[src/rtl/cosx_pkg.sv]
// cosx_pkg: shared FSM state encoding, default sizes and the round-robin distance helper.
package cosx_pkg;

    localparam int COSX_W    = 16;
    localparam int COSX_NREQ = 4;

    typedef enum logic [2:0] {
        IDLE      = 3'd0,
        ISSUE     = 3'd1,
        WAIT_BUSY = 3'd2,
        WAIT_DONE = 3'd3,
        RESP      = 3'd4
    } cosx_state_e;

    // Position of requester i in the search order that starts at owner+1 (0 = searched first).
    function automatic int rr_dist(input int i, input int owner, input int n);
        return (i + n - 1 - owner) % n;
    endfunction

endpackage

[src/rtl/cosx_rr_pick.sv]
// cosx_rr_pick: combinational round-robin picker. The search starts just after
// last_owner and wraps; valid is low when no request is pending.
module cosx_rr_pick
    import cosx_pkg::*;
#(
    parameter int N_REQ = COSX_NREQ,
    parameter int IW    = $clog2(COSX_NREQ)
) (
    input  logic [N_REQ-1:0] req,
    input  logic [IW-1:0]    last_owner,
    output logic             valid,
    output logic [IW-1:0]    winner
);

    int best;

    // Keep the pending requester that comes earliest in the rotated search order.
    always_comb begin
        valid  = 1'b0;
        winner = '0;
        best   = N_REQ;
        for (int i = 0; i < N_REQ; i++) begin
            if (req[i] && (rr_dist(i, int'(last_owner), N_REQ) < best)) begin
                best   = rr_dist(i, int'(last_owner), N_REQ);
                valid  = 1'b1;
                winner = IW'(i);
            end
        end
    end

endmodule

[src/rtl/cosx_arbiter.sv]
// cosx_arbiter: shares one cosine accelerator among N_REQ requesters with round-robin
// arbitration. Optional watchdog: define COSX_ARB_TIMEOUT_EN to add the wait-state
// timeout and the err output.
module cosx_arbiter
    import cosx_pkg::*;
#(
    parameter int N_REQ   = COSX_NREQ,
    parameter int W       = COSX_W,
    parameter int TIMEOUT = 64
) (
    input  logic               clk,
    input  logic               rst,
    input  logic [N_REQ-1:0]   req,
    input  logic [N_REQ*W-1:0] req_x,
    output logic [N_REQ-1:0]   gnt,
    output logic [N_REQ-1:0]   ack,
    output logic [W-1:0]       rsp_data,
    output logic               busy,
    output logic               acc_start,
    output logic [W-1:0]       acc_x,
    input  logic               acc_done,
    input  logic [W-1:0]       acc_r
`ifdef COSX_ARB_TIMEOUT_EN
    ,
    output logic               err
`endif
);

    // Handshake: a requester raises req[i] with its operand on req_x and holds both until
    // it sees ack[i] (one cycle, rsp_data valid in that cycle). The operand is captured
    // only on the IDLE->ISSUE edge. Toward the accelerator, acc_start is a one-cycle
    // command; acc_done must first drop (work accepted) and then rise (result on acc_r).

    localparam int IW = $clog2(N_REQ);

    if (N_REQ < 2 || N_REQ > 8) begin : g_bad_nreq
        $error("cosx_arbiter: N_REQ must be in 2..8");
    end
    if (TIMEOUT < 1) begin : g_bad_timeout
        $error("cosx_arbiter: TIMEOUT must be at least 1");
    end

    cosx_state_e   state;
    cosx_state_e   state_n;
    logic [IW-1:0] last_owner;
    logic [IW-1:0] pick_winner;
    logic          pick_valid;
    logic          in_wait;
    logic          time_up;
    logic [W-1:0]  x_arr [N_REQ];

    for (genvar g = 0; g < N_REQ; g++) begin : g_unpack
        assign x_arr[g] = req_x[g*W +: W];
    end

    cosx_rr_pick #(
        .N_REQ (N_REQ),
        .IW    (IW)
    ) u_pick (
        .req        (req),
        .last_owner (last_owner),
        .valid      (pick_valid),
        .winner     (pick_winner)
    );

    assign in_wait = (state == WAIT_BUSY) || (state == WAIT_DONE);

`ifdef COSX_ARB_TIMEOUT_EN
    localparam int TW = $clog2(TIMEOUT + 1);

    logic [TW-1:0] to_cnt;
    logic          to_hit;

    // Watchdog counter runs only while waiting on the accelerator; to_hit marks a forced RESP.
    always_ff @(posedge clk) begin
        if (!rst) begin
            to_cnt <= '0;
            to_hit <= 1'b0;
        end else begin
            to_cnt <= in_wait ? to_cnt + TW'(1) : '0;
            to_hit <= time_up;
        end
    end

    assign time_up = in_wait && (to_cnt == TW'(TIMEOUT - 1));
    assign err     = to_hit;
`else
    assign time_up = 1'b0;
`endif

    // State register.
    always_ff @(posedge clk) begin
        if (!rst) begin
            state <= IDLE;
        end else begin
            state <= state_n;
        end
    end

    // Next-state logic; done only counts as completion after it has been seen low.
    always_comb begin
        state_n = state;
        case (state)
            IDLE:      if (pick_valid) state_n = ISSUE;
            ISSUE:     state_n = WAIT_BUSY;
            WAIT_BUSY: if (!acc_done) state_n = WAIT_DONE;
            WAIT_DONE: if (acc_done) state_n = RESP;
            RESP:      state_n = IDLE;
            default:   state_n = IDLE;
        endcase
        if (time_up) state_n = RESP;
    end

    // Outputs decoded from the current state.
    always_comb begin
        busy      = (state != IDLE);
        acc_start = (state == ISSUE);
        ack       = (state == RESP) ? gnt : '0;
    end

    // Grant, operand and result registers; the grant is frozen from ISSUE through RESP.
    always_ff @(posedge clk) begin
        if (!rst) begin
            gnt        <= '0;
            acc_x      <= '0;
            rsp_data   <= '0;
            last_owner <= IW'(N_REQ - 1);
        end else begin
            if (state == IDLE && pick_valid) begin
                gnt        <= N_REQ'(1) << pick_winner;
                acc_x      <= x_arr[pick_winner];
                last_owner <= pick_winner;
            end else if (state == RESP) begin
                gnt <= '0;
            end
            if (time_up) begin
                rsp_data <= '0;
            end else if (state == WAIT_DONE && acc_done) begin
                rsp_data <= acc_r;
            end
        end
    end

endmodule

[config.mk]
export PLATFORM = sky130hd
export DESIGN_NAME = cosx_arbiter
export DESIGN_NICKNAME = d
export VERILOG_FILES = /design/src/rtl/cosx_pkg.sv /design/src/rtl/cosx_rr_pick.sv /design/src/rtl/cosx_arbiter.sv
export SDC_FILE = /design/constraint.sdc
export NUM_CORES = 1
export LEC_CHECK = 0
export ABC_AREA = 1
export CAP_MARGIN = 10
export CORE_MARGIN = 5
export CORE_UTILIZATION = 41
export CTS_BUF_LIST = sky130_fd_sc_hd__clkbuf_8
export CTS_CLUSTER_SIZE = 24
export DETAILED_ROUTE_END_ITERATION = 10
export GPL_TIMING_DRIVEN = 0
export PLACE_DENSITY = 0.92
export SETUP_SLACK_MARGIN = 0.15
export SYNTH_ARGS = -nofsm -noshare
export SYNTH_HDL_FRONTEND = slang
export SYNTH_SLANG_ARGS = --single-unit
[constraint.sdc]
create_clock -name clk -period 4.5 [get_ports clk]
set_input_delay 0.45 -clock clk [delete_from_list [all_inputs] [get_ports clk]]
set_output_delay 0.45 -clock clk [all_outputs]
set_load 0.01 [all_outputs]
Word level (Yosys, flattened, before mapping)
Index checks and enable logic that the tools add are counted.

Register bits after elaboration: 41. Latch bits: 0. Bits in writable memories: 0. ROM bits: 0. Output and inout bits: 42. Memories: 0.

Add/subtract/negate cells: 4. Multipliers: 0. Div/mod/pow operators: 0. $lt $le $gt $ge: 5. Eq/ne operators: 7. Shift operators: 1. Multiplexer cells: 20. Bitwise gates (word level): 5. Reductions and logical operators: 14.

Operator list (count): less-than comparator 3 x 32 -> 1 bit (3); 2-to-1 mux 32 bit (3); binary-select mux 16 bit (select 2 bit) (1); 2-to-1 mux 16 bit (2); 2-to-1 mux 4 bit (3); case mux 3 bit (4 select lines) (1); subtractor 3 x 2 -> 4 bit, first input constant (3); 2-to-1 mux 3 bit (3); OR reduction 2 bit (4); equality test 3 x 2 -> 1 bit, second input constant (2); logical AND 1 bit (6); inequality test 2 bit, second input constant (3); 2-to-1 mux 1 bit (5); AND 1 bit (4); less-than comparator 3 x 4 -> 1 bit, second input constant (1); 2-to-1 mux 2 bit (2); << shifter 1 x 2 -> 4 bit, first input constant (1); equality test 3 x 1 -> 1 bit, second input constant (1); equality test 3 bit, second input constant (1); greater-or-equal comparator 3 bit, second input constant (1); zero test 3 bit (1); inverter 2 -> 3 bit (1); AND reduction 3 bit (1); nonzero test 3 bit (1); other kinds (2) (2).

Longest topological paths before layout
Gate-level depths: netlist (run 1).

Depth in word-level cells: 19. Mapped depth: 26. Depth with buffers taken out: 25.

By module
From an unflattened synthesis (run 1), not the netlist that was laid out.

Cells, all modules: 386. Area, all modules: 2383.5 um^2.

By module, submodules not included: cosx_arbiter (times used 1, cells each 349, area each 2187.1 um^2, seq. area each 820.8 um^2); cosx_rr_pick (times used 1, cells each 37, area each 196.4 um^2, seq. area each 0.0 um^2).

Least setup slack after synthesis (run 1)
No wires, ideal clock.

Path type: register -> register. From: register last_owner[0]. To: register acc_x[3]. Arrival: 3.016 ns. Data required time: 4.378 ns. Setup slack: 1.362 ns. Stages on the path, launching flop included: 23. Path buffers: 1. Period minus slack after synthesis: 3.138 ns. Cells stage by stage: dfxtp_1 xor2_1 ha_1 nand3_1 nand3_1 o21ai_0 ha_1 inv_1 nor2_1 nand2_2 nand3_4 nand2_1 o21ai_0 ha_1 inv_1 nor2_1 nand2_2 nand3_4 buf_4 nand3_1 nand2_1 a21oi_1 a21oi_2.

Longest elaborated chain between the ends: 19.

Ends and longest elaborated chain: start, declared (RTL line cosx_arbiter.sv:45) `logic [IW-1:0] last_owner;`; start signal, assigned (RTL line cosx_arbiter.sv:127) `last_owner <= IW'(N_REQ - 1);`; start signal, assigned (RTL line cosx_arbiter.sv:132) `last_owner <= pick_winner;`; subtractor 2 x 2 -> 3 bit (RTL line cosx_pkg.sv:17) `return (i + n - 1 - owner) % n;`; OR reduction 2 bit (no line); AND 1 bit (no line); less-than comparator 3 x 4 -> 1 bit (RTL line cosx_rr_pick.sv:23) `if (req[i] && (rr_dist(i, int'(last_owner), N_REQ) < best)) begin`; logical AND 1 bit (RTL line cosx_rr_pick.sv:23); 2-to-1 mux 32 bit (RTL line cosx_rr_pick.sv:23); less-than comparator 3 x 32 -> 1 bit (RTL line cosx_rr_pick.sv:23); logical AND 1 bit (RTL line cosx_rr_pick.sv:23); [2 not listed]; logical AND 1 bit (RTL line cosx_rr_pick.sv:23); 2-to-1 mux 32 bit (RTL line cosx_rr_pick.sv:23); less-than comparator 3 x 32 -> 1 bit (RTL line cosx_rr_pick.sv:23); logical AND 1 bit (RTL line cosx_rr_pick.sv:23); 2-to-1 mux 2 bit (RTL line cosx_rr_pick.sv:23); inverter 2 -> 3 bit (not written as such) (RTL line cosx_arbiter.sv:131) `acc_x <= x_arr[pick_winner];`; binary-select mux 16 bit (select 2 bit) (RTL line cosx_arbiter.sv:131); 2-to-1 mux 16 bit (not written as such) (2 in series) (RTL line cosx_arbiter.sv:131); end signal, assigned (RTL line cosx_arbiter.sv:131); end, declared (RTL line cosx_arbiter.sv:20) `output logic [W-1:0] acc_x,`.

Parallel ways exist; a longest one is shown, timed or not. The select of a mux whose other input is x is not followed. A chain may end at the register's enable or synchronous reset.

Worst setup path after layout (run 1)
From: input req[0]. To: register acc_x[15].

Longest elaborated chain between the ends: 15.

Ends and longest elaborated chain: start, declared (RTL line cosx_arbiter.sv:13) `input logic [N_REQ-1:0] req,`; logical AND 1 bit (*) (RTL line cosx_rr_pick.sv:23); 2-to-1 mux 32 bit (RTL line cosx_rr_pick.sv:23); less-than comparator 3 x 32 -> 1 bit (RTL line cosx_rr_pick.sv:23); logical AND 1 bit (RTL line cosx_rr_pick.sv:23); 2-to-1 mux 32 bit (RTL line cosx_rr_pick.sv:23); less-than comparator 3 x 32 -> 1 bit (RTL line cosx_rr_pick.sv:23); logical AND 1 bit (RTL line cosx_rr_pick.sv:23); 2-to-1 mux 32 bit (RTL line cosx_rr_pick.sv:23); less-than comparator 3 x 32 -> 1 bit (RTL line cosx_rr_pick.sv:23); logical AND 1 bit (RTL line cosx_rr_pick.sv:23); 2-to-1 mux 2 bit (RTL line cosx_rr_pick.sv:23); inverter 2 -> 3 bit (not written as such) (RTL line cosx_arbiter.sv:131); binary-select mux 16 bit (select 2 bit) (RTL line cosx_arbiter.sv:131); 2-to-1 mux 16 bit (not written as such) (2 in series) (RTL line cosx_arbiter.sv:131).

Mark *: on every way between the ends. The rest lies on a longest branch, timed or not. The select of a mux whose other input is x is not followed.

==> flow_summary_export.csv, run 1 <==
group,metric,value,unit
outcome,outcome,"complete, no violations",
global_routing,grt_pass1_wl,13700,um
floorplan,die_w,87.0,um
routing,postRouteAntennaNets,0,
floorplan,fp.dieH,87.0,um
routing,num_vias,3026,
synth,synth_ff_type,"dfxtp_1",
setup_path,crit_type,"in2reg",
clock_network,htreeDepth,2,
sta,finalSetupViolations,0,
clock_network,cts.hold.buffers_added,0,
global_routing,antenna_found_initial,0,
setup_path,path_cells,"clkdlybuf4s50_1, nand2_1, ha_1, nand3_1, nand3_1, o21ai_0, ha_1, inv_1, nor2_1, nand2_2, nand3_4, nand2_1, o21ai_0, ha_1, inv_1, nor2_1, nand2_2, nand3_4, nand2_4, nand2_2, clkinv_2, nand2_1, a21oi_2",
pwr,cellLeakagePower,1.68,nW
routing,drtIter0Drc,187,
final_layout,final_net_count,606,
hold_path,min_path_type,"reg2reg",
clock_network,ctsRootBufferMaster,"clkbuf_8",
global_routing,grt_pass1_vias,2950,
setup_path,rr_startpoint,"last_owner[0]",
global_routing,overflow,0,
floorplan,initial_core_util,0.416,
synth,synth_top_area_share,0.337,
synth,synth_nets,472,
clock_network,cts_buffer_depth,2,
global_routing,grtUsageTotal,0.229,
sta,fmax,0.255,GHz
floorplan,ios,129,
sta,tightest_slew,633,ps
synth,synth_edf_count,0,
sta,clock_skew,12.1,ps
routing,drt_pass1_iterations,4,
setup_path,crit_family,"simple AND/OR/NAND/NOR gates",
final_layout,drive_above_1_share,0.0717,
sta,report.final.slew_viol_count,0,
synth,ys_warn_count,0,
synth,synth_seq_cells,41,
synth,synth.avg_cell_area,6.37,um2
hold_path,hp-start,"rsp_data[0]",
routing,drt-total-wl,8750,um
clock_network,clk_pin_slew_worst_paths,80,ps
pwr,power,2.00,mW
synth,synth.cell_area,2430,um2
synth,async_flop_share,0,
flow_run,drv_cap,0,
clock_network,cts_sinks,41,
final_layout,num_antenna_cells,0,
sta,grt_setup_unrepaired,"no",
synth,ys_top_cells_by_area,"dfxtp_1 (34%), nand2_1 (16%), nand3_1 (7.8%)",
synth,yosysTopAreaCell,"dfxtp_1",
setup_path,cpPeakStageDelay,580,ps
sta,tns,0,ps
floorplan,rows,28,
pwr,p_clk_frac,0.126,
sta,hold_violations,0,
setup_path,crit_arrival,4070,ps
routing,drc_errors,0,
clock_network,cts_resized,0,
synth,synth.most_common_cell,"nand2_1",
pwr,combPwrFrac,0.617,
final_layout,synthToLayoutAreaGrowth,59.8,%
synth,ys_top_cells_by_count,"nand2_1 (105), nor2_1 (48), inv_1 (45)",
placed_design,gp_congestion,0.901,
clock_network,cts_tree,"done",
setup_path,critPathLaunch,"req[0]",
synth,ys_seq_area_frac,0.337,
setup_path,end_kind,"register",
clock_network,cts_setup_buffers,0,
placed_design,port_buffers,127,
setup_path,worst-path-buf-inv,4,
pwr,power_density,513,nW/um2
global_routing,grt_max_degree,13,
clock_network,worstSkewPairLatency,300,ps
routing,wl_per_cell,14.8,um
pwr,peakVddDrop,0.360,mV
floorplan,die_area,7580,um2
routing,drt-vias-per-instance,5.12,
pwr,switching_power,904,uW
pwr,internal-power,1.09,mW
placed_design,hpwlAfterDp,7020,um
synth,synth_cell_types,27,
sta,relSlewSlack,0.578,
setup_path,cp_max_fo,10,
setup_path,worst_path_max_delay_cell,"clkdlybuf4s50_1",
floorplan,core_area,5850,um2
setup_path,worstPathRequired,4650,ps
sta,final.min_clock_period,3920,ps
setup_path,critPathLaunchType,"input port",
sta,period_share,0.871,
clock_network,cts_buffers,5,
pwr,switching_share,0.453,
synth,syn_inst,382,
pwr,seq_power_share,0.257,
[power groups by stage]
stage | combinational, mW | sequential (mW) | clock (mW)
3_5_place_dp | 1.22 | 0.521 | 0
5_1_grt | 1.37 | 0.525 | 0.266
3_3_place_gp | 1.18 | 0.519 | 0
2_1_floorplan | 0.745 | 0.546 | 0
4_1_cts | 1.23 | 0.513 | 0.252
6_report | 1.23 | 0.514 | 0.251
[layer usage]
metal	vias to the layer above	share of wire	wire, um	track usage
li1	1496	-	-	-
met1	1395	0.38	3310	0.257
met2	110	0.52	4580	0.411
met3	25	0.063	553	0.0492
met4	0	0.035	310	0.102
met5	-	0	0	0
[per-stage QoR]
stage                     utilization  worst slack (ps)  instance area, um2  hold WS [ps]  cells
after floorplan                     -              1360                2430           486    382
after global placement          0.649               487                3800           448    584
after detailed placement        0.649               308                3800           458    584
after CTS                       0.665               595                3890           469    591
after global routing            0.665               322                3890           487    591
final                           0.665               581                3890           468    591
[logic make-up after synthesis]
logic type	Yosys count	share of synthesized area
simple gates	226	0.422
buf+inv	67	0.119
compound gates	44	0.103
xor+xnor	1	0.00360
flops	41	0.337
fa+ha+maj	3	0.0154
[cells in the final DEF (no fill, tap or decap)]
master / netlist / routed
inv_2: 5 / 5
nor3_1: 1 / 1
clkinvlp_4: 0 / 1
a21oi_1: 28 / 28
clkdlybuf4s50_1: 0 / 127
dfxtp_1: 41 / 41
nand3_1: 38 / 38
nand3_4: 2 / 2
buf_6: 4 / 4
nand4_2: 1 / 1
o211ai_1: 5 / 5
a211oi_1: 1 / 1
clkbuf_1: 8 / 8
buf_4: 1 / 1
ha_1: 3 / 3
nand2_2: 5 / 5
nand2_1: 105 / 105
inv_1: 45 / 45
buf_2: 2 / 2
clkbuf_8: 0 / 6
nand2_4: 2 / 2
nor2_1: 48 / 48
buf_1: 1 / 1
nand4_1: 16 / 16
xor2_1: 1 / 1
clkinv_2: 1 / 1
a21oi_2: 4 / 4
nand3b_1: 5 / 5
o21ai_0: 6 / 6
nor2_2: 3 / 3
[flip-flops by register name, indices dropped and copies added (netlist names)]
signal      cells
state           3
last_owner      2
acc_x          16
rsp_data       16
gnt             4
[final timing paths]
path / to / slack, ps / cells after the start
setup / recovery: acc_x[15] / 580 / 23
hold / removal: rsp_data[0] / 470 / 2
setup reg to reg: acc_x[15] / 770 / 22
hold reg to reg: rsp_data[0] / 470 / 2
[tightest hold or removal path, stage by stage, from the launching register on]
cell and delay (ps):
dfxtp_1 320, nand2_1 60, a21oi_1 50
[layout make-up]
| class | count | area [um2] |
|---|---|---|
| buffer | 16 | 96.3 |
| inverter | 51 | 193 |
| timing repair buffer | 127 | 1270 |
| multi-input combinational | 274 | 1320 |
| tap | 75 | 93.8 |
| clock buffer | 6 | 82.6 |
| fill | 501 | 1960 |
| sequential | 41 | 821 |
| clock inverter | 1 | 7.51 |
No activity file was read; power rests on OpenSTA's default activity.
==> inputs of run 2 (changes only) <==
- CTS_CLUSTER_DIAMETER: not set -> 60
==> results of run 2 <==
No change in the layout: final DEF, timing and power equal those of run 1.
